===== src/rtl/nibble_compare_seq_pkg.sv =====
// Shared constants for the sequential nibble comparator: state encoding and nibble width.
package nibble_compare_seq_pkg;

    localparam int NIB_W = 4;

    typedef enum logic {
        IDLE    = 1'b0,
        COMPARE = 1'b1
    } state_t;

endpackage


===== src/rtl/nibble_compare_seq_cmp4_unit.sv =====
// Purely combinational 4-bit unsigned magnitude comparator built from gate primitives.
module cmp4_unit (
    input  logic [3:0] a,
    input  logic [3:0] b,
    output logic       lt,
    output logic       gt,
    output logic       eq
);

    wire [3:0] bit_eq;
    wire [3:0] a_n;
    wire [3:0] b_n;
    wire       gt3, gt2, gt1, gt0;
    wire       lt3, lt2, lt1, lt0;

    xnor u_xn3 (bit_eq[3], a[3], b[3]);
    xnor u_xn2 (bit_eq[2], a[2], b[2]);
    xnor u_xn1 (bit_eq[1], a[1], b[1]);
    xnor u_xn0 (bit_eq[0], a[0], b[0]);

    not u_na3 (a_n[3], a[3]);
    not u_na2 (a_n[2], a[2]);
    not u_na1 (a_n[1], a[1]);
    not u_na0 (a_n[0], a[0]);
    not u_nb3 (b_n[3], b[3]);
    not u_nb2 (b_n[2], b[2]);
    not u_nb1 (b_n[1], b[1]);
    not u_nb0 (b_n[0], b[0]);

    // A bit position decides only when every more significant bit matched.
    and u_g3 (gt3, a[3], b_n[3]);
    and u_g2 (gt2, bit_eq[3], a[2], b_n[2]);
    and u_g1 (gt1, bit_eq[3], bit_eq[2], a[1], b_n[1]);
    and u_g0 (gt0, bit_eq[3], bit_eq[2], bit_eq[1], a[0], b_n[0]);
    or  u_gt (gt, gt3, gt2, gt1, gt0);

    and u_l3 (lt3, a_n[3], b[3]);
    and u_l2 (lt2, bit_eq[3], a_n[2], b[2]);
    and u_l1 (lt1, bit_eq[3], bit_eq[2], a_n[1], b[1]);
    and u_l0 (lt0, bit_eq[3], bit_eq[2], bit_eq[1], a_n[0], b[0]);
    or  u_lt (lt, lt3, lt2, lt1, lt0);

    and u_eq (eq, bit_eq[3], bit_eq[2], bit_eq[1], bit_eq[0]);

endmodule


===== src/rtl/nibble_compare_seq.sv =====
// Wide unsigned compare done one nibble per cycle from the MSB, sharing a single 4-bit comparator.
module nibble_compare_seq
    import nibble_compare_seq_pkg::*;
#(
    parameter int NIBBLES = 4,
    parameter int CNT_W   = $clog2(NIBBLES + 1)
) (
    input  logic                     clk,
    input  logic                     rst_n,
    input  logic                     start,
    input  logic [NIB_W*NIBBLES-1:0] a,
    input  logic [NIB_W*NIBBLES-1:0] b,
    output logic                     busy,
    output logic                     done,
    output logic                     a_lt_b,
    output logic                     a_gt_b,
    output logic                     a_eq_b,
    output logic [CNT_W-1:0]         nib_cnt
);

    localparam int W     = NIB_W * NIBBLES;
    localparam int IDX_W = (NIBBLES > 1) ? $clog2(NIBBLES) : 1;

    state_t             state;
    state_t             next_state;
    logic [W-1:0]       a_reg;
    logic [W-1:0]       b_reg;
    logic [IDX_W-1:0]   idx;
    logic [NIB_W-1:0]   nib_a;
    logic [NIB_W-1:0]   nib_b;
    logic               cmp_lt;
    logic               cmp_gt;
    logic               cmp_eq;
    logic               accept;
    logic               finish;

    // Select the nibble currently under examination.
    always_comb begin
        nib_a = '0;
        nib_b = '0;
        for (int i = 0; i < NIBBLES; i++) begin
            if (idx == IDX_W'(i)) begin
                nib_a = a_reg[i*NIB_W +: NIB_W];
                nib_b = b_reg[i*NIB_W +: NIB_W];
            end
        end
    end

    cmp4_unit u_cmp (
        .a  (nib_a),
        .b  (nib_b),
        .lt (cmp_lt),
        .gt (cmp_gt),
        .eq (cmp_eq)
    );

    always_ff @(posedge clk or negedge rst_n) begin
        if (!rst_n) begin
            state <= IDLE;
        end else begin
            state <= next_state;
        end
    end

    always_comb begin
        next_state = state;
        accept     = 1'b0;
        finish     = 1'b0;
        busy       = 1'b0;
        case (state)
            IDLE: begin
                if (start) begin
                    accept     = 1'b1;
                    next_state = COMPARE;
                end
            end
            COMPARE: begin
                busy = 1'b1;
                // The first unequal nibble settles it; otherwise the last nibble does.
                if (!cmp_eq || idx == '0) begin
                    finish     = 1'b1;
                    next_state = IDLE;
                end
            end
            default: next_state = IDLE;
        endcase
    end

    always_ff @(posedge clk or negedge rst_n) begin
        if (!rst_n) begin
            a_reg   <= '0;
            b_reg   <= '0;
            idx     <= '0;
            done    <= 1'b0;
            a_lt_b  <= 1'b0;
            a_gt_b  <= 1'b0;
            a_eq_b  <= 1'b0;
            nib_cnt <= '0;
        end else begin
            done <= 1'b0;
            if (accept) begin
                a_reg   <= a;
                b_reg   <= b;
                idx     <= IDX_W'(NIBBLES - 1);
                a_lt_b  <= 1'b0;
                a_gt_b  <= 1'b0;
                a_eq_b  <= 1'b0;
                nib_cnt <= '0;
            end else if (state == COMPARE) begin
                nib_cnt <= nib_cnt + CNT_W'(1);
                if (finish) begin
                    a_lt_b <= cmp_lt;
                    a_gt_b <= cmp_gt;
                    a_eq_b <= cmp_eq;
                    done   <= 1'b1;
                end else begin
                    idx <= idx - IDX_W'(1);
                end
            end
        end
    end

endmodule


===== config.mk =====
export PLATFORM = sky130hd
export DESIGN_NAME = nibble_compare_seq
export DESIGN_NICKNAME = d
export VERILOG_FILES = /design/src/rtl/nibble_compare_seq_pkg.sv /design/src/rtl/nibble_compare_seq_cmp4_unit.sv /design/src/rtl/nibble_compare_seq.sv
export SDC_FILE = /design/constraint.sdc
export NUM_CORES = 1
export LEC_CHECK = 0
export ABC_AREA = 1
export BUFFER_PORTS_ARGS = -buffer_cell sky130_fd_sc_hd__buf_2
export CAP_MARGIN = 20
export CELL_PAD_IN_SITES_DETAIL_PLACEMENT = 1
export CELL_PAD_IN_SITES_GLOBAL_PLACEMENT = 1
export CORE_UTILIZATION = 30
export DETAILED_ROUTE_END_ITERATION = 8
export PLACE_DENSITY_LB_ADDON = 0.2
export SETUP_SLACK_MARGIN = 0.5
export SLEW_MARGIN = 20
export SYNTH_ARGS = -nofsm -noshare
export SYNTH_HDL_FRONTEND = slang
export SYNTH_HIERARCHICAL = 1
export SYNTH_SLANG_ARGS = --single-unit
export TNS_END_PERCENT = 50

===== constraint.sdc =====
create_clock -name clk -period 2.28 [get_ports clk]
set_clock_uncertainty 0.05 [all_clocks]
set_input_delay 0 -clock clk [delete_from_list [all_inputs] [get_ports clk]]
set_output_delay 0 -clock clk [all_outputs]
set_load 0.1 [all_outputs]

== After elaboration in Yosys (flattened, before gate mapping) ==
Cells that the tools add are included.

* Bits in registers: 42
* Word-level logic and storage cells: 78
* Input bits: 35

* Reduce and logical (&&, ||, !) cells: 16
* Add/sub/neg operators: 2
* Multiplexer cells: 32
* Equal/unequal tests: 4
* Bitwise operators: 15

{| class="wikitable"
|+ Operator list
! cell !! number
|-
| 2-to-1 mux 4 bit || 8
|-
| 2-to-1 mux 1 bit || 18
|-
| AND reduction 4 bit || 3
|-
| AND reduction 5 bit || 2
|-
| inverter 1 bit || 9
|-
| OR reduction 4 bit || 2
|-
| 2-to-1 mux 2 bit || 3
|-
| 2-to-1 mux 3 bit || 2
|-
| AND reduction 3 bit || 2
|-
| equality test 2 bit, second input constant || 2
|-
| AND reduction 2 bit || 2
|-
| nonzero test 2 bit || 2
|-
| XNOR 1 bit || 4
|-
| adder 3 x 1 -> 3 bit, second input constant || 1
|-
| bitwise AND 1 bit || 2
|-
| equality test 2 x 1 -> 1 bit, second input constant || 1
|-
| logical NOT 2 bit || 1
|-
| inequality test 2 bit, second input constant || 1
|-
| case mux 1 bit (2 select lines) || 1
|-
| subtractor 2 x 1 -> 2 bit, second input constant || 1
|-
| logical NOT 1 bit || 1
|-
| logical OR 1 bit || 1
|}

== Depth between registers and ports, before layout ==
Gate-level depths: netlist (run 1).

* Depth in word-level cells: 14
* Depth in mapped cells: 19
* Mapped depth without buffers: 18

== Cells and area by module ==
Netlist (run 1), hierarchy kept.

{| class="wikitable"
|+ Modules (own cells, without submodules)
! module !! sequential area each (um2) !! area each (um2) !! cells an instance !! times used
|-
| nibble_compare_seq || 1,051.0 || 2,040.7 || 249 || 1
|-
| cmp4_unit || 0.0 || 152.6 || 32 || 1
|}

== Worst setup path before layout (run 1) ==
Ideal clock, no wire load.

* Kind: register to register
* From: reg idx[0]
* To: reg a_gt_b
* Buffers on the path: 2
* Data required time: 2.107 ns
* Arrival: 2.233 ns
* Slack: -0.126 ns
* Clock period less this slack: 2.406 ns
* Cell stages (with the launch flop): 19
* Cell sequence: dfrtp_1 > inv_1 > ha_1 > clkbuf_1 > buf_2 > a21oi_1 > nand2_1 > nand2_1 > inv_1 > ha_1 > inv_1 > a21oi_2 > nand2_1 > nor2_2 > nand2_1 > nand2_1 > inv_1 > nand2_1 > nand2_1

* Cells in the longest elaborated chain, start to end: 13
* Elaborated cells between the ends (all ways): 35
* Classes of those cells: eq/ne (3); mux (13); bitwise (9); reduce/logical (10)

{| class="wikitable"
|+ Ends and longest elaborated chain
! item !! line !! text
|-
| start, declared || nibble_compare_seq.sv:28 || <nowiki>logic [IDX_W-1:0] idx;</nowiki>
|-
| start signal, assigned || nibble_compare_seq.sv:104 || <nowiki>idx <= IDX_W'(NIBBLES - 1);</nowiki>
|-
| start signal, assigned || nibble_compare_seq.sv:117 || <nowiki>idx <= idx - IDX_W'(1);</nowiki>
|-
| logical NOT 2 bit || nibble_compare_seq.sv:42 || <nowiki>if (idx == IDX_W'(i)) begin</nowiki>
|-
| 2-to-1 mux 4 bit (3 in a row) || nibble_compare_seq.sv:42 ||
|-
| 2-to-1 mux 4 bit * || nibble_compare_seq.sv:42 ||
|-
| net nib_a[3] || nibble_compare_seq.sv:29 || <nowiki>logic [NIB_W-1:0] nib_a;</nowiki>
|-
| XNOR 1 bit * || nibble_compare_seq_cmp4_unit.sv:16 || <nowiki>xnor u_xn3 (bit_eq[3], a[3], b[3]);</nowiki>
|-
| AND reduction 4 bit * || nibble_compare_seq_cmp4_unit.sv:43 || <nowiki>and u_eq (eq, bit_eq[3], bit_eq[2], bit_eq[1], bit_eq[0]);</nowiki>
|-
| net cmp_eq || nibble_compare_seq.sv:33 || <nowiki>logic cmp_eq;</nowiki>
|-
| logical NOT 1 bit * || nibble_compare_seq.sv:80 || <nowiki>if (!cmp_eq || idx == '0) begin</nowiki>
|-
| logical OR 1 bit * || nibble_compare_seq.sv:80 ||
|-
| 2-to-1 mux 1 bit * || nibble_compare_seq.sv:80 ||
|-
| 2-to-1 mux 1 bit * || nibble_compare_seq.sv:70 || <nowiki>case (state)</nowiki>
|-
| nonzero test 2 bit (no source line) * || -- ||
|-
| AND reduction 2 bit (no source line) * || -- ||
|-
| end signal, assigned || nibble_compare_seq.sv:113 || <nowiki>a_gt_b <= cmp_gt;</nowiki>
|-
| end, declared || nibble_compare_seq.sv:16 || <nowiki>output logic a_gt_b,</nowiki>
|}

The timed path passes the listed nets; every way through them passes the cells marked *. The select of a mux whose other input is x is not followed.
A chain may end at the register's enable or synchronous reset.

== Worst setup path in the final report (run 1) ==
* From: reg idx[0]
* To: reg a_gt_b

* Cells in the longest elaborated chain, start to end: 13
* Elaborated cells between the ends (all ways): 35
* Classes of those cells: eq/ne (3); mux (13); bitwise (9); reduce/logical (10)

{| class="wikitable"
|+ Ends and longest elaborated chain
! item !! line !! text
|-
| logical NOT 2 bit || nibble_compare_seq.sv:42 ||
|-
| 2-to-1 mux 4 bit (3 in a row) || nibble_compare_seq.sv:42 ||
|-
| 2-to-1 mux 4 bit * || nibble_compare_seq.sv:42 ||
|-
| net nib_b[3] || nibble_compare_seq.sv:30 || <nowiki>logic [NIB_W-1:0] nib_b;</nowiki>
|-
| XNOR 1 bit * || nibble_compare_seq_cmp4_unit.sv:16 ||
|-
| AND reduction 4 bit * || nibble_compare_seq_cmp4_unit.sv:43 ||
|-
| net cmp_eq || nibble_compare_seq.sv:33 ||
|-
| logical NOT 1 bit * || nibble_compare_seq.sv:80 ||
|-
| logical OR 1 bit * || nibble_compare_seq.sv:80 ||
|-
| 2-to-1 mux 1 bit * || nibble_compare_seq.sv:80 ||
|-
| 2-to-1 mux 1 bit * || nibble_compare_seq.sv:70 ||
|-
| nonzero test 2 bit (no source line) * || -- ||
|-
| AND reduction 2 bit (no source line) * || -- ||
|}

Marked as above.

==> results.json, run 1 <==
{
  "cts-buffers-inserted": 5,
  "synth_seq_cells": 42,
  "clk_transition_reported_paths_ns": 0.09,
  "combinational_cell_fraction_of_total_power_pct": 62.5,
  "synth_async_sr_flop_share_pct": 100,
  "timing.max_slew.rel_slack_pct": 36.9,
  "cp_num_buf_inv": 3,
  "antenna_cells": 0,
  "cell_with_the_most_instances_after_synthesis": "sky130_fd_sc_hd__nand2_1",
  "worstPathCellList": "inv_4 -> ha_4 -> a21oi_2 -> nand2_1 -> nand2_1 -> nand2_2 -> ha_4 -> inv_2 -> a21oi_2 -> nand2_2 -> nor2_4 -> nand2_2 -> nand2_4 -> inv_4 -> nand2_2 -> nand2_2",
  "antenna_violations_before_repair": 0,
  "fin_crit_sh_pct": 97.6,
  "critPathRequiredTime_ns": 2.43,
  "synth_edf_count": 0,
  "die_height_um": 87.5,
  "final_net_count": 411,
  "setup_viol": 0,
  "largest_stage_delay_on_the_critical_path_ns": 0.47,
  "finalWorstPathRequiredPeriod_ns": 2.23,
  "coreArea_sq_um": 6940,
  "maxcap_violations": 0,
  "synth_top_cell_area_share_pct": 47.9,
  "cts.sink_count": 42,
  "total_switching_power_w": 0.00238,
  "endpoints_failing_hold": 0,
  "synth.net_count": 323,
  "holdCritPathClass": "in2reg",
  "worst_ir_drop_vdd_mv": 0.381,
  "wl_per_cell_um": 13.7,
  "rsz0062_at_grt": "yes",
  "clk-insertion-delay-late_ns": 0.31,
  "drt-total-wl_um": 6360,
  "end_kind": "flip-flop",
  "cts_max_path_buffers": 2,
  "sw_ratio_pct": 49.2,
  "setup_slack_ns": 0.0546,
  "clockRootBuffer": "sky130_fd_sc_hd__clkbuf_8",
  "number_of_global_route_vias_before_repair": 2303,
  "p_clk_share_pct": 10.0,
  "yosys.cell_types.count": 20,
  "synth_top_flop_cell": "sky130_fd_sc_hd__dfrtp_1",
  "grt_pass1_wl_um": 10900,
  "rows": 30,
  "status": "complete, no violations",
  "syn-mean-instance-area_sq_um": 7.81,
  "power.internal_w": 0.00247,
  "vias_per_cell": 4.45,
  "areaGrowthSynthToFinish_pct": 44.2,
  "port-buffer-count": 42,
  "critical-path-top-cell-by-count": "sky130_fd_sc_hd__nand2_2",
  "post_route_cells_drive_above_1_share_pct": 33.0,
  "gr-total-overflow": 0,
  "maxClockFrequency_ghz": 0.449,
  "drt_first_iter_violations": 45,
  "critical_path.max_fanout": 8,
  "critical_path.slowest_cell": "sky130_fd_sc_hd__dfrtp_2",
  "drtPass1Iterations": 4,
  "remaining_drc_errors": 0,
  "place.gp.congestion": 0.787,
  "route.antenna.remaining_nets": 0,
  "synth_warnings": 6,
  "worstMarginPinSlew_ns": 0.947,
  "dp_hpwl_um": 4320,
  "vias": 2074,
  "die_x_um": 87.5,
  "worst-setup-path-type": "reg2reg",
  "tritoncts": "done",
  "total_power_w": 0.00485,
  "die-area_sq_um": 7660,
  "worst_path_dominant_cell_family": "simple AND/OR/NAND/NOR gates",
  "filler_cell_count": 861,
  "io_pins": 43,
  "reg2reg_slack_ns": 0.05,
  "seq_area_frac_synth_pct": 47.9,
  "final_max_slew_viol_count": 0,
  "p_leak_nw": 1.64,
  "pin_count_of_the_biggest_net_entering_global_routing": 43,
  "placement.setup.worst_slack_ns": -0.0657,
  "floorplan.initialDensity_pct": 31.6,
  "synth_top_cell_by_area": "sky130_fd_sc_hd__dfrtp_1",
  "globalRouteTotalUtil_pct": 18.8,
  "postSynthCellCount": 281,
  "pwr-share-seq_pct": 27.6,
  "cts_htree_levels": 2,
  "cellPowerDensity_nw_per_um2": 1530,
  "mapped_area_sq_um": 2190,
  "crit_arrival_ns": 2.37,
  "critical_path.startpoint_type": "flip-flop",
  "synth.cells.most_frequent": "106 x sky130_fd_sc_hd__nand2_1, 42 x sky130_fd_sc_hd__dfrtp_1, 40 x sky130_fd_sc_hd__nand3_1, 21 x sky130_fd_sc_hd__inv_1, 18 x sky130_fd_sc_hd__a21oi_1",
  "ys_top_cells_by_area": "sky130_fd_sc_hd__dfrtp_1 48%, sky130_fd_sc_hd__nand2_1 18%, sky130_fd_sc_hd__nand3_1 9.1%, sky130_fd_sc_hd__a21oi_1 4.1%, sky130_fd_sc_hd__ha_1 4.0%"
}
layout by cell type (no fill, tap or decap), types with 2 or more instances in the layout:
cell type / Yosys / final
sky130_fd_sc_hd__nand2_1: 106 / 91
sky130_fd_sc_hd__buf_2: 5 / 42
sky130_fd_sc_hd__dfrtp_1: 42 / 40
sky130_fd_sc_hd__nand3_1: 40 / 37
sky130_fd_sc_hd__dlygate4sd3_1: 0 / 33
sky130_fd_sc_hd__buf_4: 1 / 20
sky130_fd_sc_hd__nand2_2: 5 / 19
sky130_fd_sc_hd__inv_1: 21 / 15
sky130_fd_sc_hd__a21oi_1: 18 / 14
sky130_fd_sc_hd__a21oi_2: 7 / 11
sky130_fd_sc_hd__nor2_1: 10 / 10
sky130_fd_sc_hd__inv_2: 3 / 6
sky130_fd_sc_hd__ha_4: 0 / 5
sky130_fd_sc_hd__clkbuf_8: 0 / 5
sky130_fd_sc_hd__inv_4: 0 / 3
sky130_fd_sc_hd__nand3_2: 0 / 3
sky130_fd_sc_hd__o21ai_0: 2 / 2
sky130_fd_sc_hd__ha_1: 7 / 2
sky130_fd_sc_hd__dfrtp_2: 0 / 2
sky130_fd_sc_hd__a31oi_1: 2 / 2
layout make-up:
| cell class | instances | area, sq um | share of cell area [%] |
|---|---|---|---|
| Clock buffer | 6 | 72.6 | 2.29 |
| Clock inverter | 2 | 13.8 | 0.435 |
| Inverter | 24 | 97.6 | 3.09 |
| Multi-Input combinational cell | 199 | 1080 | 34.3 |
| Sequential cell | 42 | 1050 | 33.3 |
| Tap cell | 96 | 120 | 3.80 |
| Timing Repair Buffer | 97 | 722 | 22.8 |
worst min-delay path, delay by kind of cell:
kind	cells	cell delay [ns]
buf+inv	1	0.25
simple gates	2	0.20
timing repair:
item                                   CTS  global route
endpoints found under the hold margin   74             0
setup buffers                            5             1
pin swaps                               15             6
setup endpoints to repair                7             7
hold buffers                            33             0
gates resized for setup                 24            12
worst paths after layout:
check,startpoint,to,cells past startpoint
max,idx[0]$_DFFE_PN0P_,a_gt_b$_DFFE_PN0P_,16
min,start,a_reg[13]$_DFFE_PN0P_,3
max reg2reg,idx[0]$_DFFE_PN0P_,a_gt_b$_DFFE_PN0P_,16
min reg2reg,b_reg[14]$_DFFE_PN0P_,b_reg[14]$_DFFE_PN0P_,2
max in group asynchronous,rst_n,idx[1]$_DFFE_PN0P_,2
min in group asynchronous,rst_n,nib_cnt[0]$_DFFE_PN0P_,2
metrics by stage:
step | hold slack [ns] | instances | area (sq um) | setup TNS (ns) | utilization (%)
2_1_floorplan | -0.346 | 281 | 2230 | 0 | -
3_3_place_gp | 0.158 | 419 | 2570 | -0.0262 | 37.0
3_5_place_dp | 0.155 | 419 | 2570 | -0.293 | 37.0
4_1_cts | 0.121 | 465 | 3120 | 0 | 44.9
5_1_grt | 0.163 | 466 | 3160 | -0.431 | 45.5
6_report | 0.127 | 466 | 3160 | 0 | 45.5
cell families (layout without fill, tap and decap cells):
kind of cell               after synthesis  in the layout  synth area share, %
and+or+nand+nor                        162            162                 30.7
DFF                                     42             42                 47.9
buffers and inverters                   40            129                 9.07
AOI/OAI and AO/OA                       30             30                 8.33
adders and majority gates                7              7                 3.99
per-layer routing:
| layer | global-route usage, % | up-vias | part of all wire (%) |
|---|---|---|---|
| met3 | 3.51 | 6 | 2.4 |
| met2 | 34.2 | 34 | 50 |
| met4 | 5.37 | 0 | 1.3 |
| met5 | 0 | - | 0 |
| met1 | 22.6 | 973 | 46 |
| li1 | - | 1061 | - |
power by group through the flow:
stage | clock network, W | registers, W | logic [W]
global route | 0.000532 | 0.00138 | 0.00340
detailed placement | 0 | 0.00131 | 0.00253
global placement | 0 | 0.00130 | 0.00247
floorplan | 0 | 0.00160 | 0.00151
CTS | 0.000503 | 0.00133 | 0.00287
finish | 0.000484 | 0.00134 | 0.00303
(Power assumes the default switching activity.)
==> inputs of run 2 (changes only) <==
--- a/config.mk
+++ b/config.mk
@@ -10,9 +10,10 @@
 export CAP_MARGIN = 20
 export CELL_PAD_IN_SITES_DETAIL_PLACEMENT = 1
 export CELL_PAD_IN_SITES_GLOBAL_PLACEMENT = 1
-export CORE_UTILIZATION = 30
+export CORE_UTILIZATION = 36
 export DETAILED_ROUTE_END_ITERATION = 8
 export PLACE_DENSITY_LB_ADDON = 0.2
+export RECOVER_POWER = 25
 export SETUP_SLACK_MARGIN = 0.5
 export SLEW_MARGIN = 20
 export SYNTH_ARGS = -nofsm -noshare
==> run 2 against run 1 <==
Combinational power about the same. Clock-buffer cell count up 1. Hold slack better by 0.011 ns. Wire length down 0.19%. Via count increased by 2.4%. Sequential share of layout area is 0.37 points higher. Register-to-register slack hardly changed. Critical endpoint unchanged. Maximum frequency shrank 0.45%. Design area is 1.2% lower. Utilization up 7.5 points. Global-route usage rose by 3.3 points. Critical path type unchanged.
==> results.json, run 2 (synthesized netlist as in run 1, its figures left out) <==
{
  "status": "complete, no violations",
  "die_x_um": 80.1,
  "place.gp.congestion": 0.839,
  "sw_ratio_pct": 48.5,
  "cts_max_path_buffers": 2,
  "critical_path.max_fanout": 5,
  "power.internal_w": 0.00249,
  "cts-buffers-inserted": 5,
  "drt_first_iter_violations": 65,
  "vias": 2124,
  "fin_crit_sh_pct": 98.0,
  "pin_count_of_the_biggest_net_entering_global_routing": 43,
  "antenna_cells": 0,
  "globalRouteTotalUtil_pct": 22.1,
  "drt-total-wl_um": 6350,
  "critical_path.startpoint_type": "flip-flop",
  "holdCritPathClass": "in2reg",
  "endpoints_failing_hold": 0,
  "dp_hpwl_um": 4330,
  "total_switching_power_w": 0.00235,
  "cellPowerDensity_nw_per_um2": 1550,
  "die-area_sq_um": 6410,
  "crit_arrival_ns": 2.38,
  "die_height_um": 80.1,
  "floorplan.initialDensity_pct": 37.3,
  "port-buffer-count": 42,
  "worstPathCellList": "inv_2 -> ha_4 -> a21oi_2 -> nand2_1 -> nand2_1 -> nand2_2 -> ha_4 -> inv_2 -> a21oi_2 -> nand2_2 -> nor2_4 -> nand2_2 -> nand2_4 -> inv_4 -> nand2_1 -> nand2_1",
  "maxcap_violations": 0,
  "cts_htree_levels": 2,
  "vias_per_cell": 4.75,
  "rsz0062_at_grt": "yes",
  "route.antenna.remaining_nets": 0,
  "critical-path-top-cell-by-count": "sky130_fd_sc_hd__nand2_1",
  "clk-insertion-delay-late_ns": 0.30,
  "p_leak_nw": 1.63,
  "placed_area_sq_um": 2520,
  "largest_stage_delay_on_the_critical_path_ns": 0.44,
  "timing.max_slew.rel_slack_pct": 23.1,
  "post_route_cells_drive_above_1_share_pct": 30.1,
  "final_design_area_no_fill_sq_um": 3120,
  "grt_pass1_wl_um": 10600,
  "p_clk_share_pct": 10.4,
  "cp_num_buf_inv": 3,
  "worst_ir_drop_vdd_mv": 0.791,
  "cts.sink_count": 42,
  "layout.cells.most_common_list": "96 x sky130_fd_sc_hd__nand2_1, 41 x sky130_fd_sc_hd__dfrtp_1, 37 x sky130_fd_sc_hd__nand3_1, 36 x sky130_fd_sc_hd__buf_2, 33 x sky130_fd_sc_hd__dlygate4sd3_1",
  "clockRootBuffer": "sky130_fd_sc_hd__clkbuf_8",
  "io_pins": 43,
  "number_of_global_route_vias_before_repair": 2218,
  "critPathRequiredTime_ns": 2.42,
  "worst_path_dominant_cell_family": "simple AND/OR/NAND/NOR gates",
  "final_max_slew_viol_count": 0,
  "gr-total-overflow": 0,
  "filler_cell_count": 737,
  "tritoncts": "done",
  "placement.setup.worst_slack_ns": -0.0667,
  "finalWorstPathRequiredPeriod_ns": 2.24,
  "total_power_w": 0.00484,
  "rows": 28,
  "maxClockFrequency_ghz": 0.447,
  "setup_viol": 0,
  "combinational_cell_fraction_of_total_power_pct": 62.5,
  "drtPass1Iterations": 4,
  "wl_per_cell_um": 14.2,
  "antenna_violations_before_repair": 0,
  "final_net_count": 413,
  "pwr-share-seq_pct": 27.1,
  "final_common_cell": "sky130_fd_sc_hd__nand2_1",
  "clk_transition_reported_paths_ns": 0.08,
  "setup_slack_ns": 0.0446,
  "critical_path.slowest_cell": "sky130_fd_sc_hd__dfrtp_1",
  "worstMarginPinSlew_ns": 1.16,
  "remaining_drc_errors": 0,
  "worst-setup-path-type": "reg2reg",
  "areaGrowthSynthToFinish_pct": 42.4,
  "end_kind": "flip-flop",
  "coreArea_sq_um": 5890
}
-- run 2: changes by cell type in the layout (fill, tap and decap cells not counted), moves of 2 or more --
cell,delta
sky130_fd_sc_hd__clkbuf_1,+5
sky130_fd_sc_hd__nand2_2,-5
sky130_fd_sc_hd__nand2_1,+5
sky130_fd_sc_hd__buf_4,+2
sky130_fd_sc_hd__buf_2,-6
-- run 2: power groups by stage --
stage	sequential, W	combinational, W	clock [W]
global route	0.00135	0.00334	0.000554
CTS	0.00131	0.00280	0.000521
global placement	0.00130	0.00241	0
finish	0.00131	0.00303	0.000505
floorplan	0.00160	0.00151	0
detailed placement	0.00131	0.00248	0
-- run 2: worst paths after layout --
kind	slack, ns	start	to	depth (start not counted)
min in group asynchronous	0.37	rst_n	nib_cnt[0]$_DFFE_PN0P_	2
worst max register to register	0.04	idx[1]$_DFFE_PN0P_	a_gt_b$_DFFE_PN0P_	16
worst min-delay path	0.14	start	a_reg[13]$_DFFE_PN0P_	3
max in group asynchronous	1.08	rst_n	idx[0]$_DFFE_PN0P_	2
worst max-delay path	0.04	idx[1]$_DFFE_PN0P_	a_gt_b$_DFFE_PN0P_	16
worst min register to register	0.43	a_reg[14]$_DFFE_PN0P_	a_reg[14]$_DFFE_PN0P_	2
-- run 2: layer usage --
layer	global-route usage (%)	share of wire (%)
met1	26.5	44
met2	39.0	51
met3	4.43	2.9
met4	7.86	2.0
met5	0	0
-- run 2: timing repair --
item / CTS / global route
setup endpoints to repair: 7 / 7
hold buffers: 33 / 0
endpoints found under the hold margin: 74 / 0
pin swaps: 7 / 9
gates resized for setup: 17 / 13
buffers inserted: 6 / 3
-- run 2: area by class of cell --
cell class                      count  area (sq um)  share of cell area, %
Tap cell                           75          93.8                   3.00
Clock inverter                      1          5.00                  0.160
Sequential cell                    42          1050                   33.7
Inverter                           24          97.6                   3.12
Timing Repair Buffer               99           722                   23.1
Clock buffer                        7          86.3                   2.76
Multi-Input combinational cell    199          1070                   34.2
-- run 2: worst register-to-register path, delay by kind of cell (launching register included) --
kind,cells,cell delay (ns)
flops,1,0.44
buf+inv,3,0.18
simple gates,9,0.74
compound gates,2,0.27
fa+ha+maj,2,0.47
-- run 2: per-stage QoR --
step                      TNS (ns)  hold slack [ns]  utilization [%]  std cells
final                            0            0.138             53.1        447
after global routing        -0.461            0.163             53.1        447
after CTS                        0            0.129             52.1        444
after detailed placement    -0.265            0.155             42.9        397
after global placement           0            0.147             42.9        397
after floorplan                  0           -0.346                -        281
==> inputs of run 3 (changes only) <==
--- a/config.mk
+++ b/config.mk
@@ -11,8 +11,9 @@
 export CELL_PAD_IN_SITES_DETAIL_PLACEMENT = 1
 export CELL_PAD_IN_SITES_GLOBAL_PLACEMENT = 1
 export CORE_UTILIZATION = 36
+export CTS_BUF_LIST = sky130_fd_sc_hd__clkbuf_16
 export DETAILED_ROUTE_END_ITERATION = 8
-export PLACE_DENSITY_LB_ADDON = 0.2
+export PLACE_DENSITY_LB_ADDON = 0.1
 export RECOVER_POWER = 25
 export SETUP_SLACK_MARGIN = 0.5
 export SLEW_MARGIN = 20
==> run 3 against run 2 <==
Critical path depth up 2. Combinational power is 6% lower. Register-to-register slack about the same. Sequential share of layout area increased by 0.23 points. First-iteration DRC count fell by 43%. Via count shrank 2.4%. Die area is the same. Design area shrank 0.56%. Largest cell class unchanged. Highest routed layer unchanged.
==> results.json, run 3 (synthesized netlist as in run 1, its figures left out) <==
{
  "filler_cell_count": 713,
  "cts_max_path_buffers": 2,
  "die_x_um": 80.1,
  "clk_transition_reported_paths_ns": 0.06,
  "worst_path_dominant_cell_family": "simple AND/OR/NAND/NOR gates",
  "total_switching_power_w": 0.00236,
  "critical-path-top-cell-by-count": "sky130_fd_sc_hd__nand2_2",
  "p_leak_nw": 1.59,
  "crit_arrival_ns": 2.34,
  "die-area_sq_um": 6410,
  "sw_ratio_pct": 48.4,
  "worst_ir_drop_vdd_mv": 0.579,
  "rows": 28,
  "remaining_drc_errors": 0,
  "cts.sink_count": 42,
  "hold_path.startpoint": "start",
  "drt-total-wl_um": 6170,
  "worstMarginPinSlew_ns": 1.16,
  "areaGrowthSynthToFinish_pct": 41.6,
  "route.antenna.remaining_nets": 0,
  "largest_stage_delay_on_the_critical_path_ns": 0.44,
  "die_height_um": 80.1,
  "regToRegStartpoint": "idx[1]$_DFFE_PN0P_",
  "combinational_cell_fraction_of_total_power_pct": 58.3,
  "final_common_cell": "sky130_fd_sc_hd__nand2_1",
  "dp_hpwl_um": 4130,
  "fin_crit_sh_pct": 97.8,
  "maxClockFrequency_ghz": 0.448,
  "worst_setup_path_startpoint": "idx[1]$_DFFE_PN0P_",
  "gr-total-overflow": 0,
  "worst-setup-path-type": "reg2reg",
  "clockRootBuffer": "sky130_fd_sc_hd__clkbuf_16",
  "postLayoutCoreUtil_pct": 52.8,
  "pin_count_of_the_biggest_net_entering_global_routing": 43,
  "globalRouteTotalUtil_pct": 20.5,
  "holdCritPathClass": "in2reg",
  "clk-insertion-delay-late_ns": 0.28,
  "worst_hold_slack_ns": 0.167,
  "place.gp.congestion": 0.782,
  "worstPathCellList": "inv_4 -> ha_4 -> inv_4 -> nand3_2 -> nand2_2 -> nand2_1 -> nand2_2 -> inv_2 -> ha_4 -> inv_2 -> a21oi_4 -> nand2_2 -> nor2_4 -> nand2_2 -> nand2_4 -> inv_2 -> nand2_1 -> nand2_1",
  "vias": 2074,
  "cp_num_buf_inv": 5,
  "coreArea_sq_um": 5890,
  "number_of_global_route_vias_before_repair": 2131,
  "floorplan.initialDensity_pct": 37.3,
  "drtPass1Iterations": 4,
  "vias_per_cell": 4.75,
  "grt_pass1_wl_um": 10000,
  "drt_first_iter_violations": 37,
  "critical_path.startpoint_type": "flip-flop",
  "antenna_cells": 0,
  "cellPowerDensity_nw_per_um2": 1570,
  "maxcap_violations": 0,
  "cts_htree_levels": 2,
  "antenna_violations_before_repair": 0,
  "critPathRequiredTime_ns": 2.39,
  "critical_path.max_fanout": 5,
  "multi_input_comb_area_sq_um": 1070,
  "status": "complete, no violations",
  "final_net_count": 403,
  "total_power_w": 0.00487,
  "io_pins": 43,
  "pwr-share-seq_pct": 27.5,
  "layout.area.seq_sq_um": 1050,
  "power.internal_w": 0.00251,
  "critical_path.slowest_cell": "sky130_fd_sc_hd__dfrtp_2",
  "setup_viol": 0,
  "rsz0062_at_grt": "yes",
  "cts-buffers-inserted": 5,
  "finalWorstPathRequiredPeriod_ns": 2.23,
  "wl_per_cell_um": 14.1,
  "post_route_cells_drive_above_1_share_pct": 27.9,
  "endpoints_failing_hold": 0,
  "p_clk_share_pct": 14.1,
  "final_max_slew_viol_count": 0,
  "timing.max_slew.rel_slack_pct": 23.0,
  "layout.cells.most_common_list": "95 x sky130_fd_sc_hd__nand2_1, 40 x sky130_fd_sc_hd__dfrtp_1, 37 x sky130_fd_sc_hd__nand3_1, 34 x sky130_fd_sc_hd__buf_2, 33 x sky130_fd_sc_hd__dlygate4sd3_1",
  "tritoncts": "done",
  "port-buffer-count": 42,
  "end_kind": "flip-flop"
}
==> run 3: layer usage <==
| layer | track usage (%) | vias up | wire, um |
|---|---|---|---|
| met4 | 5.18 | 0 | 48 |
| met5 | 0 | - | 0 |
| li1 | - | 1046 | - |
| met2 | 37.5 | 32 | 3200 |
| met1 | 24.8 | 991 | 2780 |
| met3 | 3.52 | 5 | 141 |
==> run 3: layout make-up <==
cell class                 count  area share, %
clock buffer                   5           4.03
clock inverter                 3          0.524
inverter                      24           3.14
multi-input combinational    199           34.6
sequential                    42           33.9
tap                           75           3.02
timing repair buffer          89           20.8
==> run 3: repair_timing <==
item,in CTS,in global routing
setup buffers,3,2
endpoints found under the hold margin,74,0
gates resized for setup,14,17
setup endpoints to repair,7,7
pin swaps,7,8
hold buffers,33,0
cloned,0,0
==> run 3: metrics by stage <==
stage,setup slack (ns),std cells,instance area (sq um),TNS (ns)
floorplan,0.0313,281,2230,0
global placement,0.0443,391,2490,0
detailed placement,-0.0638,391,2490,-0.256
CTS,0.0602,435,3040,0
global route,-0.0905,437,3110,-0.360
finish,0.0498,437,3110,0
==> run 3: final timing paths <==
path | cells after the start | slack, ns | endpoint
worst max-delay path | 18 | 0.05 | a_gt_b$_DFFE_PN0P_
worst min-delay path | 3 | 0.17 | b_reg[12]$_DFFE_PN0P_
worst max register to register | 18 | 0.05 | a_gt_b$_DFFE_PN0P_
worst min register to register | 2 | 0.43 | b_reg[2]$_DFFE_PN0P_
max in group asynchronous | 2 | 1.07 | idx[1]$_DFFE_PN0P_
min in group asynchronous | 2 | 0.39 | nib_cnt[1]$_DFFE_PN0P_
==> run 3: worst register-to-register path: cells and delay by family, from the launching register on <==
kind / cells / cell delay, ns
AND/OR/NAND/NOR: 10 / 0.77
adder cells (fa/ha/maj): 2 / 0.45
flip-flops: 1 / 0.44
buffers and inverters: 5 / 0.28
AO/OA/AOI/OAI: 1 / 0.12
==> run 3: power groups by stage <==
stage	Clock (W)	Sequential [W]	Combinational [W]
floorplan	0	0.00160	0.00151
global placement	0	0.00131	0.00231
detailed placement	0	0.00132	0.00237
CTS	0.000705	0.00133	0.00259
global route	0.000736	0.00138	0.00315
finish	0.000687	0.00134	0.00284
